`src/rtl/booth_seq_mult.sv`:
```
// booth_seq_mult: sequential radix-2 Booth signed multiplier.
//
// Takes one Booth step per clock. The full-width signed product appears on p
// together with a one-cycle done pulse, WIDTH cycles after the operands are
// captured.
//
// Ports:
//   clk    system clock; all state updates on the rising edge
//   rst_n  asynchronous active-low reset
//   start  operation request; sampled only while idle
//   a      multiplicand, two's complement; captured on an accepted start
//   b      multiplier, two's complement; captured on an accepted start
//   busy   high while the Booth iteration is running
//   done   one-cycle pulse; p holds the product of the new operands
//   p      signed product, 2*WIDTH bits; holds until the next completion
module booth_seq_mult #(
    parameter int unsigned WIDTH = 8
) (
    input  logic               clk,
    input  logic               rst_n,
    input  logic               start,
    input  logic [WIDTH-1:0]   a,
    input  logic [WIDTH-1:0]   b,
    output logic               busy,
    output logic               done,
    output logic [2*WIDTH-1:0] p
);

    localparam int unsigned CntW = $clog2(WIDTH + 1);

    typedef enum logic [1:0] {StIdle, StCalc, StDone} state_e;

    state_e             state_q, state_d;
    // The accumulator and multiplicand are one bit wider than the operands so
    // that negating -2^(WIDTH-1) cannot overflow.
    logic [WIDTH:0]     acc_q, acc_d;
    logic [WIDTH:0]     m_q, m_d;
    logic [WIDTH-1:0]   q_q, q_d;
    logic               q1_q, q1_d;
    logic [CntW-1:0]    count_q, count_d;
    logic [2*WIDTH-1:0] p_q, p_d;
    logic               busy_q, busy_d;
    logic               done_q, done_d;

    logic [WIDTH:0]     sum;
    logic [WIDTH:0]     acc_sh;
    logic [WIDTH-1:0]   q_sh;

    // One Booth step: add/subtract on the recoded bit pair, then an arithmetic
    // right shift of {acc, q, q1}.
    always_comb begin
        case ({q_q[0], q1_q})
            2'b01:   sum = acc_q + m_q;
            2'b10:   sum = acc_q - m_q;
            default: sum = acc_q;
        endcase
        acc_sh = {sum[WIDTH], sum[WIDTH:1]};
        q_sh   = {sum[0], q_q[WIDTH-1:1]};
    end

    always_comb begin
        state_d = state_q;
        acc_d   = acc_q;
        m_d     = m_q;
        q_d     = q_q;
        q1_d    = q1_q;
        count_d = count_q;
        p_d     = p_q;

        unique case (state_q)
            StIdle: begin
                if (start) begin
                    m_d     = {a[WIDTH-1], a};
                    q_d     = b;
                    q1_d    = 1'b0;
                    acc_d   = '0;
                    count_d = '0;
                    state_d = StCalc;
                end
            end
            StCalc: begin
                acc_d   = acc_sh;
                q_d     = q_sh;
                q1_d    = q_q[0];
                count_d = count_q + 1'b1;
                if (count_q == CntW'(WIDTH - 1)) begin
                    p_d     = {acc_sh[WIDTH-1:0], q_sh};
                    state_d = StDone;
                end
            end
            StDone: begin
                state_d = StIdle;
            end
            default: begin
                state_d = StIdle;
            end
        endcase

        // Flags are registered from the next state so outputs come straight
        // from flops.
        busy_d = (state_d == StCalc);
        done_d = (state_d == StDone);
    end

    always_ff @(posedge clk or negedge rst_n) begin
        if (!rst_n) begin
            state_q <= StIdle;
            acc_q   <= '0;
            m_q     <= '0;
            q_q     <= '0;
            q1_q    <= 1'b0;
            count_q <= '0;
            p_q     <= '0;
            busy_q  <= 1'b0;
            done_q  <= 1'b0;
        end else begin
            state_q <= state_d;
            acc_q   <= acc_d;
            m_q     <= m_d;
            q_q     <= q_d;
            q1_q    <= q1_d;
            count_q <= count_d;
            p_q     <= p_d;
            busy_q  <= busy_d;
            done_q  <= done_d;
        end
    end

    assign busy = busy_q;
    assign done = done_q;
    assign p    = p_q;

endmodule
```
`config.mk`:
```
export PLATFORM = sky130hd
export DESIGN_NAME = booth_seq_mult
export DESIGN_NICKNAME = d
export VERILOG_FILES = /design/src/rtl/booth_seq_mult.sv
export SDC_FILE = /design/constraint.sdc
export NUM_CORES = 1
export LEC_CHECK = 0
export CORE_MARGIN = 4
export CORE_UTILIZATION = 35
export CTS_CLUSTER_SIZE = 24
export DETAILED_ROUTE_END_ITERATION = 6
export DONT_BUFFER_PORTS = 1
export PLACE_DENSITY = 0.47
export SLEW_MARGIN = 20
export SYNTH_ARGS = -nofsm -noshare
export SYNTH_HDL_FRONTEND = slang
export SYNTH_SLANG_ARGS = --single-unit
```
`constraint.sdc`:
```
create_clock -name clk -period 8.2 [get_ports clk]
set_clock_uncertainty 0.15 [all_clocks]
set_input_delay 2.05 -clock clk [delete_from_list [all_inputs] [get_ports clk]]
set_output_delay 2.05 -clock clk [all_outputs]
set_load 0.1 [all_outputs]
```
Yosys cells after proc, flatten, opt, wreduce, memory -nomap -nowiden
Index checks and enable logic that the tools add are counted.

Memory bits (read-only): 0. Latch bits: 0. RAM bits: 0. Logic and storage cells: 36. Memories kept: 0. Register bits after elaboration: 50. Output and inout bits: 18. Input port bits: 19.

Equal/unequal tests: 7. $add $sub $neg: 3. Bitwise gates (word level): 0. Multipliers: 0. Magnitude comparators: 0. Muxes and demuxes: 12. Reductions and logical operators: 5. Divide/modulo/power cells: 0. Shifts and indexed selects: 0.

Operator list (count): $pmux 9 s2 (2); $pmux 8 s2 (1); $add 9x9->9 (1); $mux 9 (1); $sub 9x9->9 (1); $mux 8 (1); $pmux 4 s2 (1); $eq 2x1->1 const B (3); $reduce_and 2->1 (3); $add 4x1->4 const B (1); $eq 2x2->1 const B (2); $eq 4x3->1 const B (1); $mux 2 (2); $mux 4 (1); $pmux 2 s2 (1); $logic_not 2->1 (1); $ne 2x2->1 const B (1); $pmux 1 s2 (1); $reduce_bool 2->1 (1); $mux 1 (1).

Depth between registers and ports, before layout
Gate-level depths: netlist of run 1.

Word-level depth: 4. Mapped depth: 12. Depth with buffers taken out: 12.

Worst setup path after synthesis of run 1
No wires, ideal clock.

Kind: input-to-reg. Start: in start. End: reg m_q[2]. Required time: 7.925 ns. Slack: 4.869 ns. Arrival time: 3.056 ns. Setup time: 0.125 ns. Stages on the path: 5. Path through: clkbuf_1 nand2b_1 nor2_1 buf_2 mux2_2.

Longest elaborated chain between the ends: 1.

RTL lines: from (decl) (RTL line 21) `input logic start,`; $reduce_and 2->1 (no source line); to (signal assigned) (RTL line 119) `m_q <= m_d;`; to (decl) (RTL line 37) `logic [WIDTH:0] m_q, m_d;`.

No other way between the ends. A chain may end at the register's enable or synchronous reset.

Worst setup path in the final report of run 1
Start: reg p_q[13], in the netlist p[13]. End: out p[13].

RTL lines: from (decl) (RTL line 41) `logic [2*WIDTH-1:0] p_q, p_d;`; from (signal assigned) (RTL line 123) `p_q <= p_d;`; to (decl) (RTL line 26) `output logic [2*WIDTH-1:0] p`.

No word-level cell between the ends.

==> impl_results.md, run 1 <==
* Status: finished, final reports clean
* Syn Inst Count at 265
* Final setup fails at 0
* Clock slew at reported path FFs at 100 ps
* Busiest grt layer: met1
* Seq cells post-synth at 49
* Post-synth ARST share at 100%
* Worst-margin pin slew at 1010 ps
* Routed wire length at 5.62 mm
* Depth of the most critical reg-to-reg path at 10
* Post-synth top cells: dfrtp_1, nand2_1, o21ai_0
* Area growth from synthesis to layout at 6.08%
* FF-to-FF End: p[13]$_DFFE_PN0P_
* Synthesized Nets at 296
* Number of flops mapped to enable cells by yosys at 0
* Crit path depth at 0
* Via count at 1,812
* Port Buffer Count at 0
* HPWL after DPL at 4.03 mm
* TritonRoute pass-1 iters at 4
* Most used flip-flop cell after synthesis: dfrtp_1
* Setup TNS at 0 ps
* Grt total ovfl at 0
* CTS tree: built
* Met2 Usage GRT at 19.8%
* Unique masters post-synth at 42
* CTS resizes at 0
* Seq/Total Area, Yosys at 47.3%
* H-tree Lvls at 2
* Via/cell ratio at 5.05
* Leading area contributor after synthesis: dfrtp_1
* DR DRC count at 0
* Avg WL per Cell at 15.7 um
* Vias in the first global route at 1,840
* Synthesized area at 2590 um^2
* Most common cell in the synthesized netlist: dfrtp_1
* CTS Buffer Depth at 2
* Relative slew slack at 32.6%
* R2r setup slk at 5180 ps
* Critical path capture point type: output pin
* Critical Path Start: p[13]$_DFFE_PN0P_
* Synth top area cells: dfrtp_1, nand2_1, ha_1
* TritonCTS buffer count at 5
* Hold Crit Class: reg -> reg
* CTS Sinks at 49
* Die area at 8840 um^2
* Io pins at 37
* Layout cells sized above 1 at 9.23%
* Die width at 94.0 um
* Met1 Usage GRT at 20.6%
* DRT antenna net count at 0
* Die Y at 94.0 um
* Crit path kind: reg -> out
* Core area at 7210 um^2
* GR Util met3 at 3.53%
* Total Routing Usage GR at 13.9%
* Clk Latency, worst-skew pair at 310 ps
* Antenna violations before repair at 0
* Yosys synthesis warning count at 0
* Layout Utilization at 38.1%
* CTS root buf: clkbuf_8
* Syn avg cell area at 9.78 um^2
* Largest net degree at the start of global routing at 50
* N_diodes at 0
* Final hold slack at 352 ps
* GP Congestion at 0.768
* Critical Path AT at 1270 ps
* Top cell type's share of synthesized area at 47.3%
* Final min period at 3470 ps
* Crit Reg-Reg Startpoint: q1_q$_DFFE_PN0P_
* Critical path fanouts, max at 2
* RSZ-0062 raised after global routing: no
* Fin. Hold Viols at 0
* # Post-CTS Setup Buffers at 0
* Cell row count at 31
* Max-slew violation count at 0
* F_max at 288 MHz
* # hold bufs at CTS at 0
* Critical Path End: p[13]
* Worst Path Required at 6000 ps
* First-pass GRT wire length at 9.59 mm
* Nature of the critical path startpoint: flip-flop
* Initial DRC count at 78
* Max_cap viols at 0
* Initial core utilization at 35.9%
* Period utilization at 42.3%
* Final nets at 290
metrics by stage:
| step | cells | setup WS, ps | area, um^2 |
|---|---|---|---|
| floorplan | 265 | 4870 | 2590 |
| global placement | 351 | 4800 | 2660 |
| detailed placement | 351 | 4780 | 2660 |
| CTS | 359 | 4720 | 2750 |
| global route | 359 | 4700 | 2750 |
| finish | 359 | 4730 | 2750 |
cell type report:
class	instances	area, um^2
clock inverter	2	13.8
tap	99	124
fill	734	4470
multi-input combinational	191	1260
sequential	49	1230
inverter	11	41.3
clock buffer	6	72.6
timing repair buffer	1	7.51
cells by family (layout without fill, tap and decap cells):
logic type                 Yosys count  in the layout  share of synthesized area (%)
xor gates and xnor gates            12             12                           4.06
adders and majority gates           12             12                           6.08
DFF                                 49             49                           47.3
buffers and inverters               25             20                           3.91
AOI/OAI and AO/OA                   71             71                           17.4
muxes                               14             14                           6.08
and+or+nand+nor                     82             82                           15.1
layout by cell type, fill, tap and decap left out, drive strengths merged, types with 2 or more instances in the layout:
| master | count |
|---|---|
| a22o | 7 |
| nand3 | 3 |
| nor2 | 11 |
| xor2 | 4 |
| xnor2 | 8 |
| nand2 | 43 |
| nand4 | 2 |
| dfrtp | 49 |
| nand2b | 6 |
| nor2b | 11 |
| o21a | 2 |
| o21ai | 27 |
| a22oi | 7 |
| inv | 12 |
| a21oi | 18 |
| mux2 | 11 |
| mux2i | 3 |
| clkbuf | 6 |
| nor3 | 2 |
| ha | 11 |
state kept, by name, summed over array words and instances (netlist names):
| signal | cells |
|---|---|
| state_q | 2 |
| p | 16 |
| count_q | 4 |
| busy | 1 |
| q1_q | 1 |
| m_q | 8 |
| q_q | 8 |
| done | 1 |
| acc_q | 8 |
layer usage:
metal,vias up,share of wire (%)
met3,6,4.5
li1,903,-
met5,-,0
met4,0,1.2
met2,37,43
met1,866,51
worst min-delay path by stage:
| stage | start | to | slack, ps | cells after the start |
|---|---|---|---|---|
| final | count_q[3]$_DFFE_PN0P_ | count_q[3]$_DFFE_PN0P_ | 350 | 1 |
| after global routing | count_q[3]$_DFFE_PN0P_ | count_q[3]$_DFFE_PN0P_ | 390 | 1 |
| after CTS | count_q[3]$_DFFE_PN0P_ | count_q[3]$_DFFE_PN0P_ | 360 | 1 |
| after detailed placement | count_q[3]$_DFFE_PN0P_ | count_q[3]$_DFFE_PN0P_ | 340 | 1 |
| after global placement | q1_q$_DFFE_PN0P_ | q1_q$_DFFE_PN0P_ | 340 | 1 |
| after floorplan | count_q[3]$_DFFE_PN0P_ | count_q[3]$_DFFE_PN0P_ | 310 | 1 |
Power of run 1 is left out: the tool's default activity adds up to more than one toggle a clock period on the data nets, which glitch-free logic cannot reach.
==> run 2, diff against run 1 <==
PLACE_DENSITY = 0.49   (was 0.47)
clock period = 2.94 ns   (was 8.2 ns; I/O delays follow)
==> run 2 against run 1 <==
  * Wire length down 2.1%
  * Utilization rose by 2.1 points
  * Critical endpoint is now p[15]$_DFFE_PN0P_
  * Highest routed layer unchanged
  * Final area rose by 5.6%
  * First-iteration DRC count rose by 7.7%
  * Worst hold slack lost 230 ps
==> impl_results.md, run 2 (synthesis results as in run 1) <==
* Io pins at 37
* CTS Buffer Depth at 2
* N_diodes at 0
* Setup TNS at 0 ps
* Area growth from synthesis to layout at 12.0%
* Crit path kind: reg -> reg
* TritonCTS buffer count at 5
* Critical path capture point type: flip-flop
* DR DRC count at 0
* Nature of the critical path startpoint: flip-flop
* Crit Reg-Reg Startpoint: q_q[0]$_DFFE_PN0P_
* Fin. Hold Viols at 0
* Period utilization at 95.0%
* Max_cap viols at 0
* CTS root buf: clkbuf_8
* Initial core utilization at 35.9%
* HPWL after DPL at 3.91 mm
* Critical path fanouts, max at 8
* Die Y at 94.0 um
* Clk Latency, worst-skew pair at 300 ps
* Avg WL per Cell at 14.9 um
* Via count at 1,812
* F_max at 358 MHz
* Total Routing Usage GR at 13.5%
* Clock slew at reported path FFs at 100 ps
* Final hold slack at 122 ps
* First-pass GRT wire length at 9.38 mm
* GP Congestion at 0.738
* Port Buffer Count at 0
* Worst Path Required at 2980 ps
* CTS tree: built
* Max-slew violation count at 0
* # fillers at 762
* R2r setup slk at 150 ps
* Final nets at 301
* Most frequent cells in the layout: dfrtp_1, nand2_1, o21ai_0
* FF-to-FF End: p[15]$_DFFE_PN0P_
* Grt total ovfl at 0
* TritonRoute pass-1 iters at 4
* Hold Crit Class: in -> async
* Footprint of the multi-input gates at 1290 um^2
* Initial DRC count at 84
* CTS Sinks at 49
* Die area at 8840 um^2
* Vias in the first global route at 1,808
* Via/cell ratio at 4.90
* Routed wire length at 5.50 mm
* Commonest non-fill, non-tap cell in the layout: dfrtp_1
* H-tree Lvls at 2
* Die width at 94.0 um
* Final setup fails at 0
* Critical Path AT at 2840 ps
* Relative slew slack at 37.9%
* Layout cells sized above 1 at 15.1%
* Max reg flops at 16
* Antenna violations before repair at 0
* Status: finished, final reports clean
* Depth of the most critical reg-to-reg path at 10
* DRT antenna net count at 0
* Register area at 1230 um^2
* Largest net degree at the start of global routing at 50
* Final min period at 2790 ps
* Cell row count at 31
* Worst-margin pin slew at 931 ps
* Core area at 7210 um^2
run 2: per-stage QoR:
step | std cells | util [%] | worst slack [ps] | cell area [um^2]
after floorplan | 265 | - | 155 | 2590
after global placement | 356 | 37.4 | 132 | 2700
after detailed placement | 356 | 37.4 | 137 | 2700
after CTS | 365 | 39.4 | 124 | 2840
after global routing | 370 | 40.2 | -12.5 | 2900
final | 370 | 40.2 | 146 | 2900
run 2: cell type report:
type                       instances  share of cell area, %
clock buffer                       5                   2.37
clock inverter                     3                   1.51
inverter                          11                   1.42
multi-input combinational        191                   44.4
sequential                        49                   42.3
tap                               99                   4.27
timing repair buffer              12                   3.79
run 2: how the worst max path moves through the flow:
stage | from | to | slack [ps] | depth (start not counted)
CTS | q_q[0]$_DFFE_PN0P_ | p[13]$_DFFE_PN0P_ | 120 | 11
detailed placement | q_q[0]$_DFFE_PN0P_ | p[13]$_DFFE_PN0P_ | 140 | 11
floorplan | q1_q$_DFFE_PN0P_ | acc_q[7]$_DFFE_PN0P_ | 160 | 11
global route | q_q[0]$_DFFE_PN0P_ | p[13]$_DFFE_PN0P_ | -10 | 11
global placement | q_q[0]$_DFFE_PN0P_ | p[13]$_DFFE_PN0P_ | 130 | 11
finish | q_q[0]$_DFFE_PN0P_ | p[15]$_DFFE_PN0P_ | 150 | 10
run 2: critical path, stage by stage (launching register included):
cell and delay, ps:
dfrtp_1 410, ha_1 240, buf_4 170, a21oi_1 140
xnor2_1 170, ha_2 350, a2111o_1 390, o22ai_2 130
mux2i_2 300, xnor2_1 160, o21ai_1 70
run 2: what timing repair did:
action                                  in CTS  in global routing
hold endpoints to repair                    49                  0
gates resized for setup                      0                  6
hold buffers                                 1                  0
buffers inserted                             0                  5
endpoints found under the setup margin       0                  5
run 2: routing by layer:
layer / global-route usage, % / vias to the layer above / wire, um
met1: 20.0 / 856 / 2780
met3: 3.61 / 2 / 160
met2: 19.9 / 24 / 2540
met5: 0 / - / 0
met4: 2.53 / 0 / 24
li1: - / 930 / -
Power of run 2 is left out for the same reason.
==> run 3, diff against run 2 <==
SLEW_MARGIN = not set   (was 20)
==> results of run 3 <==
No change in the layout: final DEF, timing and power equal those of run 2.
Power of run 3 is left out for the same reason.
